### config.mk
export PLATFORM = sky130hd
export DESIGN_NAME = tie_queue_pump
export DESIGN_NICKNAME = d
export VERILOG_FILES = /design/src/rtl/tie_queue_pump_pkg.sv /design/src/rtl/tie_pump_fifo.sv /design/src/rtl/tie_queue_pump.sv
export SDC_FILE = /design/constraint.sdc
export NUM_CORES = 1
export LEC_CHECK = 0
export BUFFER_PORTS_ARGS = -buffer_cell sky130_fd_sc_hd__buf_2
export CAP_MARGIN = 0
export CELL_PAD_IN_SITES_DETAIL_PLACEMENT = 0
export CELL_PAD_IN_SITES_GLOBAL_PLACEMENT = 1
export CORE_ASPECT_RATIO = 0.5
export CORE_MARGIN = 3
export CORE_UTILIZATION = 43
export DETAILED_ROUTE_END_ITERATION = 8
export GPL_TIMING_DRIVEN = 0
export PLACE_DENSITY_LB_ADDON = 0.1
export SETUP_SLACK_MARGIN = 0.05
export SYNTH_ARGS = -nofsm -noshare
export SYNTH_HDL_FRONTEND = slang
export SYNTH_SLANG_ARGS = --single-unit
export TNS_END_PERCENT = 30
### constraint.sdc
create_clock -name CLK -period 3.5 [get_ports CLK]
set_input_delay 0.7 -clock CLK [delete_from_list [all_inputs] [get_ports CLK]]
set_output_delay 0.7 -clock CLK [all_outputs]
set_load 0.02 [all_outputs]
### src/rtl/tie_queue_pump_pkg.sv
// tie_queue_pump_pkg: shared FSM state encoding and default widths for the queue pump.
package tie_queue_pump_pkg;
  localparam int DEF_DATA_WIDTH = 32;
  localparam int DEF_CNT_WIDTH  = 16;
  localparam int DEF_BUF_DEPTH  = 2;
  typedef enum logic [1:0] {S_IDLE, S_RUN, S_DRAIN, S_DONE} state_e;
endpackage

### src/rtl/tie_pump_fifo.sv
// tie_pump_fifo: small register skid FIFO with separate occupancy count.
module tie_pump_fifo #(
  parameter int DATA_WIDTH = 32,
  parameter int BUF_DEPTH  = 2
) (
  input  logic                         clk_i,
  input  logic                         rst_i,
  input  logic                         push_i,
  input  logic                         pop_i,
  input  logic [DATA_WIDTH-1:0]        data_i,
  output logic [DATA_WIDTH-1:0]        head_o,
  output logic [$clog2(BUF_DEPTH):0]   count_o
);
  localparam int AW = $clog2(BUF_DEPTH);
  logic [DATA_WIDTH-1:0] mem_q [BUF_DEPTH];
  logic [AW-1:0] wr_q, rd_q;
  logic [AW:0] count_q;
  always_ff @(posedge clk_i or posedge rst_i) begin
    if (rst_i) begin
      wr_q    <= '0;
      rd_q    <= '0;
      count_q <= '0;
    end else begin
      if (push_i) wr_q <= wr_q + 1'b1;
      if (pop_i) rd_q <= rd_q + 1'b1;
      count_q <= count_q + {{AW{1'b0}}, push_i} - {{AW{1'b0}}, pop_i};
    end
  end
  always_ff @(posedge clk_i) begin
    if (push_i) mem_q[wr_q] <= data_i;
  end
  assign head_o  = (count_q != '0) ? mem_q[rd_q] : '0;
  assign count_o = count_q;
endmodule

### src/rtl/tie_queue_pump.sv
// tie_queue_pump: pops a burst of words from an input queue and pushes them, XOR-masked,
// into an output queue through a skid FIFO, tracking word count and checksum.
module tie_queue_pump import tie_queue_pump_pkg::*; #(
  parameter int                    DATA_WIDTH = DEF_DATA_WIDTH,
  parameter int                    BUF_DEPTH  = DEF_BUF_DEPTH,
  parameter int                    CNT_WIDTH  = DEF_CNT_WIDTH,
  parameter logic [DATA_WIDTH-1:0] XOR_MASK   = '0
) (
  input  logic                  CLK,
  input  logic                  RESET,
  input  logic                  START,
  input  logic [CNT_WIDTH-1:0]  LEN,
  output logic                  BUSY,
  output logic                  DONE,
  output logic [CNT_WIDTH-1:0]  WORD_COUNT,
  output logic [DATA_WIDTH-1:0] CHECKSUM,
  output logic                  TIE_IPQ_PopReq,
  input  logic [DATA_WIDTH-1:0] TIE_IPQ,
  input  logic                  TIE_IPQ_Empty,
  output logic                  TIE_OPQ_PushReq,
  output logic [DATA_WIDTH-1:0] TIE_OPQ,
  input  logic                  TIE_OPQ_Full
);
  localparam int CW = $clog2(BUF_DEPTH) + 1;
  state_e state_q, state_d;
  logic [CNT_WIDTH-1:0] len_q, len_d, pop_cnt_q, pop_cnt_d, word_count_q, word_count_d;
  logic [DATA_WIDTH-1:0] checksum_q, checksum_d;
  logic [CW-1:0] fifo_count;
  logic pop, push;
  assign pop  = TIE_IPQ_PopReq && !TIE_IPQ_Empty;
  assign push = TIE_OPQ_PushReq && !TIE_OPQ_Full;
  // Requests depend only on registered state so queue stalls never ripple combinationally.
  assign TIE_IPQ_PopReq  = (state_q == S_RUN) && (pop_cnt_q != len_q) && (fifo_count != CW'(BUF_DEPTH));
  assign TIE_OPQ_PushReq = fifo_count != '0;
  assign BUSY       = (state_q == S_RUN) || (state_q == S_DRAIN);
  assign DONE       = state_q == S_DONE;
  assign WORD_COUNT = word_count_q;
  assign CHECKSUM   = checksum_q;
  tie_pump_fifo #(.DATA_WIDTH(DATA_WIDTH), .BUF_DEPTH(BUF_DEPTH)) u_fifo (
    .clk_i  (CLK),
    .rst_i  (RESET),
    .push_i (pop),
    .pop_i  (push),
    .data_i (TIE_IPQ ^ XOR_MASK),
    .head_o (TIE_OPQ),
    .count_o(fifo_count)
  );
  always_comb begin
    state_d      = state_q;
    len_d        = len_q;
    pop_cnt_d    = pop_cnt_q + {{(CNT_WIDTH-1){1'b0}}, pop};
    word_count_d = word_count_q + {{(CNT_WIDTH-1){1'b0}}, push};
    checksum_d   = push ? checksum_q ^ TIE_OPQ : checksum_q;
    case (state_q)
      S_IDLE: if (START) begin
        state_d      = S_RUN;
        len_d        = LEN;
        pop_cnt_d    = '0;
        word_count_d = '0;
        checksum_d   = '0;
      end
      S_RUN:   state_d = (pop_cnt_q == len_q) ? S_DRAIN : S_RUN;
      S_DRAIN: state_d = (fifo_count == '0) ? S_DONE : S_DRAIN;
      default: state_d = S_IDLE;
    endcase
  end
  always_ff @(posedge CLK or posedge RESET) begin
    if (RESET) begin
      state_q      <= S_IDLE;
      len_q        <= '0;
      pop_cnt_q    <= '0;
      word_count_q <= '0;
      checksum_q   <= '0;
    end else begin
      state_q      <= state_d;
      len_q        <= len_d;
      pop_cnt_q    <= pop_cnt_d;
      word_count_q <= word_count_d;
      checksum_q   <= checksum_d;
    end
  end
endmodule

# ---- Word-level counts from Yosys, hierarchy flattened
# Memory sizes are Yosys's and may differ from the RTL's.
# Cells that the tools add are included.
dict set report totals {
  regBits 86
  ram_bits 64
  inputBits 53
  out_inout_bits 84
  word_cells 48
  memories 1
}
dict set report op_classes {
  n_addsub 6
  eq_ne 7
  muxes 14
  bitwise 1
  reduce_logical 11
}
# memory words width read_ports rd_ports_with_merged_regs write_ports line_no
set memory_table {}
lappend memory_table {u_fifo.mem_q 2 32 1 0 1 tie_pump_fifo.sv:15} ;# logic [DATA_WIDTH-1:0] mem_q [BUF_DEPTH];
# cell count
set op_table {}
lappend op_table {{two-way mux 32 bit} 4}
lappend op_table {{two-way mux 16 bit} 4}
lappend op_table {{adder 16 x 1 -> 16 bit} 2}
lappend op_table {{XOR 32 bit} 1}
lappend op_table {{equality test 16 bit} 1}
lappend op_table {{inequality test 16 bit} 1}
lappend op_table {{case mux 2 bit (3 select lines)} 1}
lappend op_table {{equality test 2 bit (second input constant)} 2}
lappend op_table {{logical AND 1 bit} 4}
lappend op_table {{zero test 2 bit} 2}
lappend op_table {{two-way mux 2 bit} 2}
lappend op_table {{inequality test 2 bit (second input constant)} 2}
lappend op_table {{two-way mux 1 bit} 3}
lappend op_table {{adder 1 bit (second input constant)} 2}
lappend op_table {{adder 2 x 1 -> 2 bit} 1}
lappend op_table {{equality test 2 x 1 -> 1 bit (second input constant)} 1}
lappend op_table {{zero test 1 bit} 2}
lappend op_table {{AND reduction 2 bit} 1}
lappend op_table {{nonzero test 2 bit} 1}
lappend op_table {{subtractor 2 x 1 -> 2 bit} 1}
lappend op_table {{logical OR 1 bit} 1}

# ---- Longest topological paths before layout
dict set report logic_depth {
  depth_word 7
  depth_mapped 13
  mapped_depth_nobuf 12
}

# ---- Modules after synthesis
# From an unflattened synthesis, not the netlist that was laid out.
dict set report unflattened {
  cells_unflattened 518
  hier_area_um2 6591.3
}
# mod n_inst cells_per_inst area_per_inst_um2
set modules_own_cells {}
lappend modules_own_cells {tie_queue_pump 1 367 3950.0}
lappend modules_own_cells {tie_pump_fifo 1 151 2641.3}

# ---- Least setup slack after synthesis
# OpenSTA, ideal clock, no wires.
dict set report synth_path {
  path_type {flip-flop to flip-flop}
  start {register pop_cnt_q[2]}
  end {memory u_fifo.mem_q[0][0], enable pin}
  setup_ns 0.421
  t_arrival_ns 2.319
  required_time_ns 3.079
  slack_ns 0.760
  path_stages_with_launch 7
  n_path_buf 1
  cell_sequence {dfrtp_1 clkbuf_2 xor2_1 nor4_1 nand4_1 nand3_2 nor2_1}
}
dict set report synth_between {
  elab_chain_cells 6
}
# item line_no
set synth_lines {}
lappend synth_lines {{from (decl)} tie_queue_pump.sv:26} ;# logic [CNT_WIDTH-1:0] len_q, len_d, pop_cnt_q, pop_cnt_d, word_count_q, word_count_d;
lappend synth_lines {{from (signal assigned)} tie_queue_pump.sv:77} ;# pop_cnt_q <= pop_cnt_d;
lappend synth_lines {{inequality test 16 bit} tie_queue_pump.sv:33} ;# assign TIE_IPQ_PopReq = (state_q == S_RUN) && (pop_cnt_q != len_q) && (fifo_count != CW'(BUF_DEPTH));
lappend synth_lines {{logical AND 1 bit (2 in a row)} tie_queue_pump.sv:33}
lappend synth_lines {{logical AND 1 bit} tie_queue_pump.sv:30} ;# assign pop = TIE_IPQ_PopReq && !TIE_IPQ_Empty;
lappend synth_lines {{two-way mux 1 bit} tie_pump_fifo.sv:30} ;# if (push_i) mem_q[wr_q] <= data_i;
lappend synth_lines {{two-way mux 1 bit (implied by the code)} tie_pump_fifo.sv:30}
lappend synth_lines {{to (decl)} tie_pump_fifo.sv:15}
# Every way passes these cells.

# ---- Worst setup path after layout
dict set report layout_path {
  start {register u_fifo.count_q[1], in the netlist u_fifo.count_o[1]}
  end {output TIE_OPQ[26]}
}
dict set report layout_between {
  elab_chain_cells 2
}
# item line_no
set layout_lines {}
lappend layout_lines {{from (decl)} tie_pump_fifo.sv:17} ;# logic [AW:0] count_q;
lappend layout_lines {{from (signal assigned)} tie_pump_fifo.sv:26} ;# count_q <= count_q + {{AW{1'b0}}, push_i} - {{AW{1'b0}}, pop_i};
lappend layout_lines {{nonzero test 2 bit} tie_pump_fifo.sv:32} ;# assign head_o = (count_q != '0) ? mem_q[rd_q] : '0;
lappend layout_lines {{two-way mux 32 bit} tie_pump_fifo.sv:32}
lappend layout_lines {{to (decl)} tie_queue_pump.sv:21} ;# output logic [DATA_WIDTH-1:0] TIE_OPQ,
# Every way passes these cells.

==> flow_summary.toml <==
[outcome]
status = "completed"

[logic_synthesis]
syn_nets = 582
synth_top_area_share = 0.3334
ys.flop_type = "dfrtp_1"
syn-cell-area_um2 = 6455
syn_avg_cell_area_um2 = 12.46
synth_edf_count = 64
async_reset_ff_frac = 0.5733
yosysWarnings = 0
yosysTopAreaCell = "dfrtp_1"
synth.distinct_cells = 34
syn_inst = 518
synth_area_leaders = "dfrtp_1 33%, edfxtp_1 30%, xnor2_1 6.1%, nor2_1 5.9%, mux2i_1 5.0%"
ys_ff_latch = 150
yosysSeqAreaShare = 0.6311

[floorplanning]
dieArea_um2 = 16610
num_io_pins = 137
die_h_um = 92.64
die_width_um = 179.3
initial_utilization = 0.4574
rows = 30
core_um2 = 14110

[worst_setup_path]
path_cells = "nor2_1 -> clkbuf_1 -> buf_1 -> nor2_1 -> buf_2"
critical-path-max-stage-delay_ns = 0.52
crit_path_max_fanout = 10
critPathBufInv = 3
critical_path_required_ns = 2.80
slowest_stage = "clkbuf_1"
path_class = "reg -> out"
critPathTopFamily = "buffers and inverters"
cpMostUsedCell = "nor2_1"
arrival_ns = 2.47
start_kind = "flop"
cp-end-kind = "output port"

[timing]
slew_viol_final = 0
tightest_slew_ns = 0.8505
grt_setup_unrepaired = "false"
finalSetupViolCount = 0
clock_skew_ns = 0.01060
hold_viol = 0
whs_ns = 0.2922
fin_crit_sh = 0.9069
setup_slack_ns = 0.3258
slew_headroom = 0.4330
max_freq_mhz = 315.0
period_needed_ns = 3.174

[cts]
cts_max_level = 4
cts_root_buf = "clkbuf_16"
postCtsHoldBufs = 0
cts_setup_buffers = 0
cts_buffers = 17
clk_latency_ns = 0.42
cts_resized = 0
clock_sinks = 150
path_clk_slew_ns = 0.06
tritoncts = "done"
clk_path_buf_depth = 2

[detailed_routing]
totalWireLength_um = 14170
via_per_inst = 4.812
drc = 0
ant_nets = 0
via_count = 4230
wl_per_cell_um = 16.12
drtIter0Drc = 208
dr.pass1.iters = 4

[placed_design]
gp_congestion = 0.7526
placed_area_um2 = 7430
port_buffers = 135
preCtsSetupSlack_ns = 0.6047
hpwlAfterDp_um = 9664
dp_cells = 847

[pwr]
ir_drop_v = 0.0005212
p_leak_nw = 3.619
fin_total_pwr_mw = 7.637
powerDensity_nw_per_um2 = 947.6

[layout]
nets = 738
final_cells = 879
final_cell_mix = "139 x buf_2, 100 x nor2_1, 86 x dfrtp_1"
design_area_um2 = 8059
fill_cells = 1252
seqCellArea_um2 = 4074
antennaDiodeCount = 0
drive_gt1_frac = 0.2984
syn2layout_area_growth_pct = 24.85
final_common_cell = "buf_2"
multi_input_area_um2 = 2238

[grt]
grt_pass1_wl_um = 22690
grt_use_total = 0.1802
antenna_found_initial = 1
grt_max_degree = 54
first_global_vias = 4353
grt_overflow = 0

[job]
maxCapViolations = 0

[hold_path]
hold_class = "in -> async"
-- synth_stat cells, types with 2 or more instances --
library cell	number
dfrtp_1	86
and3_1	4
nand4_1	6
inv_1	8
buf_1	6
nand2_1	9
xnor2_1	45
clkbuf_1	10
ha_1	11
a21oi_1	2
edfxtp_1	64
xor2_1	34
mux2i_1	32
nor2_1	101
mux2_2	16
buf_2	4
nor2b_1	5
or3_1	2
clkbuf_2	3
nand3_1	16
nand3_2	2
nor4_1	4
nor3_1	34
buf_4	3
and2_1	2
-- layout make-up --
cell class                      instances  share of cell area
Multi-Input combinational cell        333              0.2778
Clock buffer                           17             0.05279
Timing Repair Buffer                  137             0.08974
Inverter                                9            0.004502
Clock inverter                         15             0.02531
Tap cell                              192             0.02981
Buffer                                 26             0.01459
Sequential cell                       150              0.5055
-- report_power, final --
part / leakage (nW) / internal (mW) / switching [mW]
clock: 0.308 / 1.16 / 0.790
sequential: 1.67 / 2.42 / 0.344
combinational: 1.64 / 1.11 / 1.81
total: 3.62 / 4.69 / 2.95
-- sequential cells by signal (all words and copies together), names as in the netlist --
name and count:
pop_cnt_q 16, u_fifo.rd_q 1, len_q 16, u_fifo.wr_q 1, state_q 2, u_fifo.mem_q 64, CHECKSUM 32, WORD_COUNT 16
u_fifo.count_o 2
-- final timing paths --
path	startpoint	end	slack (ns)	depth (start not counted)
worst max-delay path	u_fifo.count_o[1]	TIE_OPQ[26]	0.33	5
worst min-delay path	RESET	WORD_COUNT[5]	0.29	2
worst max register to register	pop_cnt_q[5]	pop_cnt_q[14]	0.75	13
worst min register to register	u_fifo.count_o[1]	u_fifo.count_o[1]	0.49	1
max in group asynchronous	RESET	CHECKSUM[15]	2.58	3
min in group CLK	TIE_IPQ[0]	u_fifo.mem_q[1][0]	0.46	1
-- through the flow --
step	util	setup TNS [ns]
3_5_place_dp	0.5264	0
5_1_grt	0.5710	0
4_1_cts	0.5710	0
6_report	0.5710	0
3_3_place_gp	0.5223	-67.64
2_1_floorplan	-	0
-- layer usage --
layer,GRT usage,vias to the layer above,part of all wire
met5,0,-,0.00078
met4,0.05206,2,0.012
met3,0.05651,16,0.054
met2,0.2906,94,0.47
met1,0.2354,2045,0.46
li1,-,2073,-
-- worst register-to-register path: stages, from the launching register on --
cell	delay (ns)
dfrtp_1	0.36
clkbuf_2	0.15
xor2_1	0.16
nor4_1	0.37
nand4_1	0.29
nand3_2	0.22
inv_2	0.07
ha_1	0.22
ha_1	0.23
nand4_1	0.16
nor2_1	0.10
nand2_1	0.08
xor2_1	0.15
nor2_1	0.05
-- cell families after synthesis --
| family | count (synthesis) | share of synthesized area |
|---|---|---|
| adders and majority gates | 11 | 0.02132 |
| DFF | 150 | 0.6311 |
| and+or+nand+nor | 190 | 0.1345 |
| xor gates and xnor gates | 79 | 0.1072 |
| AOI/OAI and AO/OA | 5 | 0.004846 |
| muxes | 48 | 0.07753 |
| buffers and inverters | 35 | 0.02345 |
(Power assumes the default switching activity.)
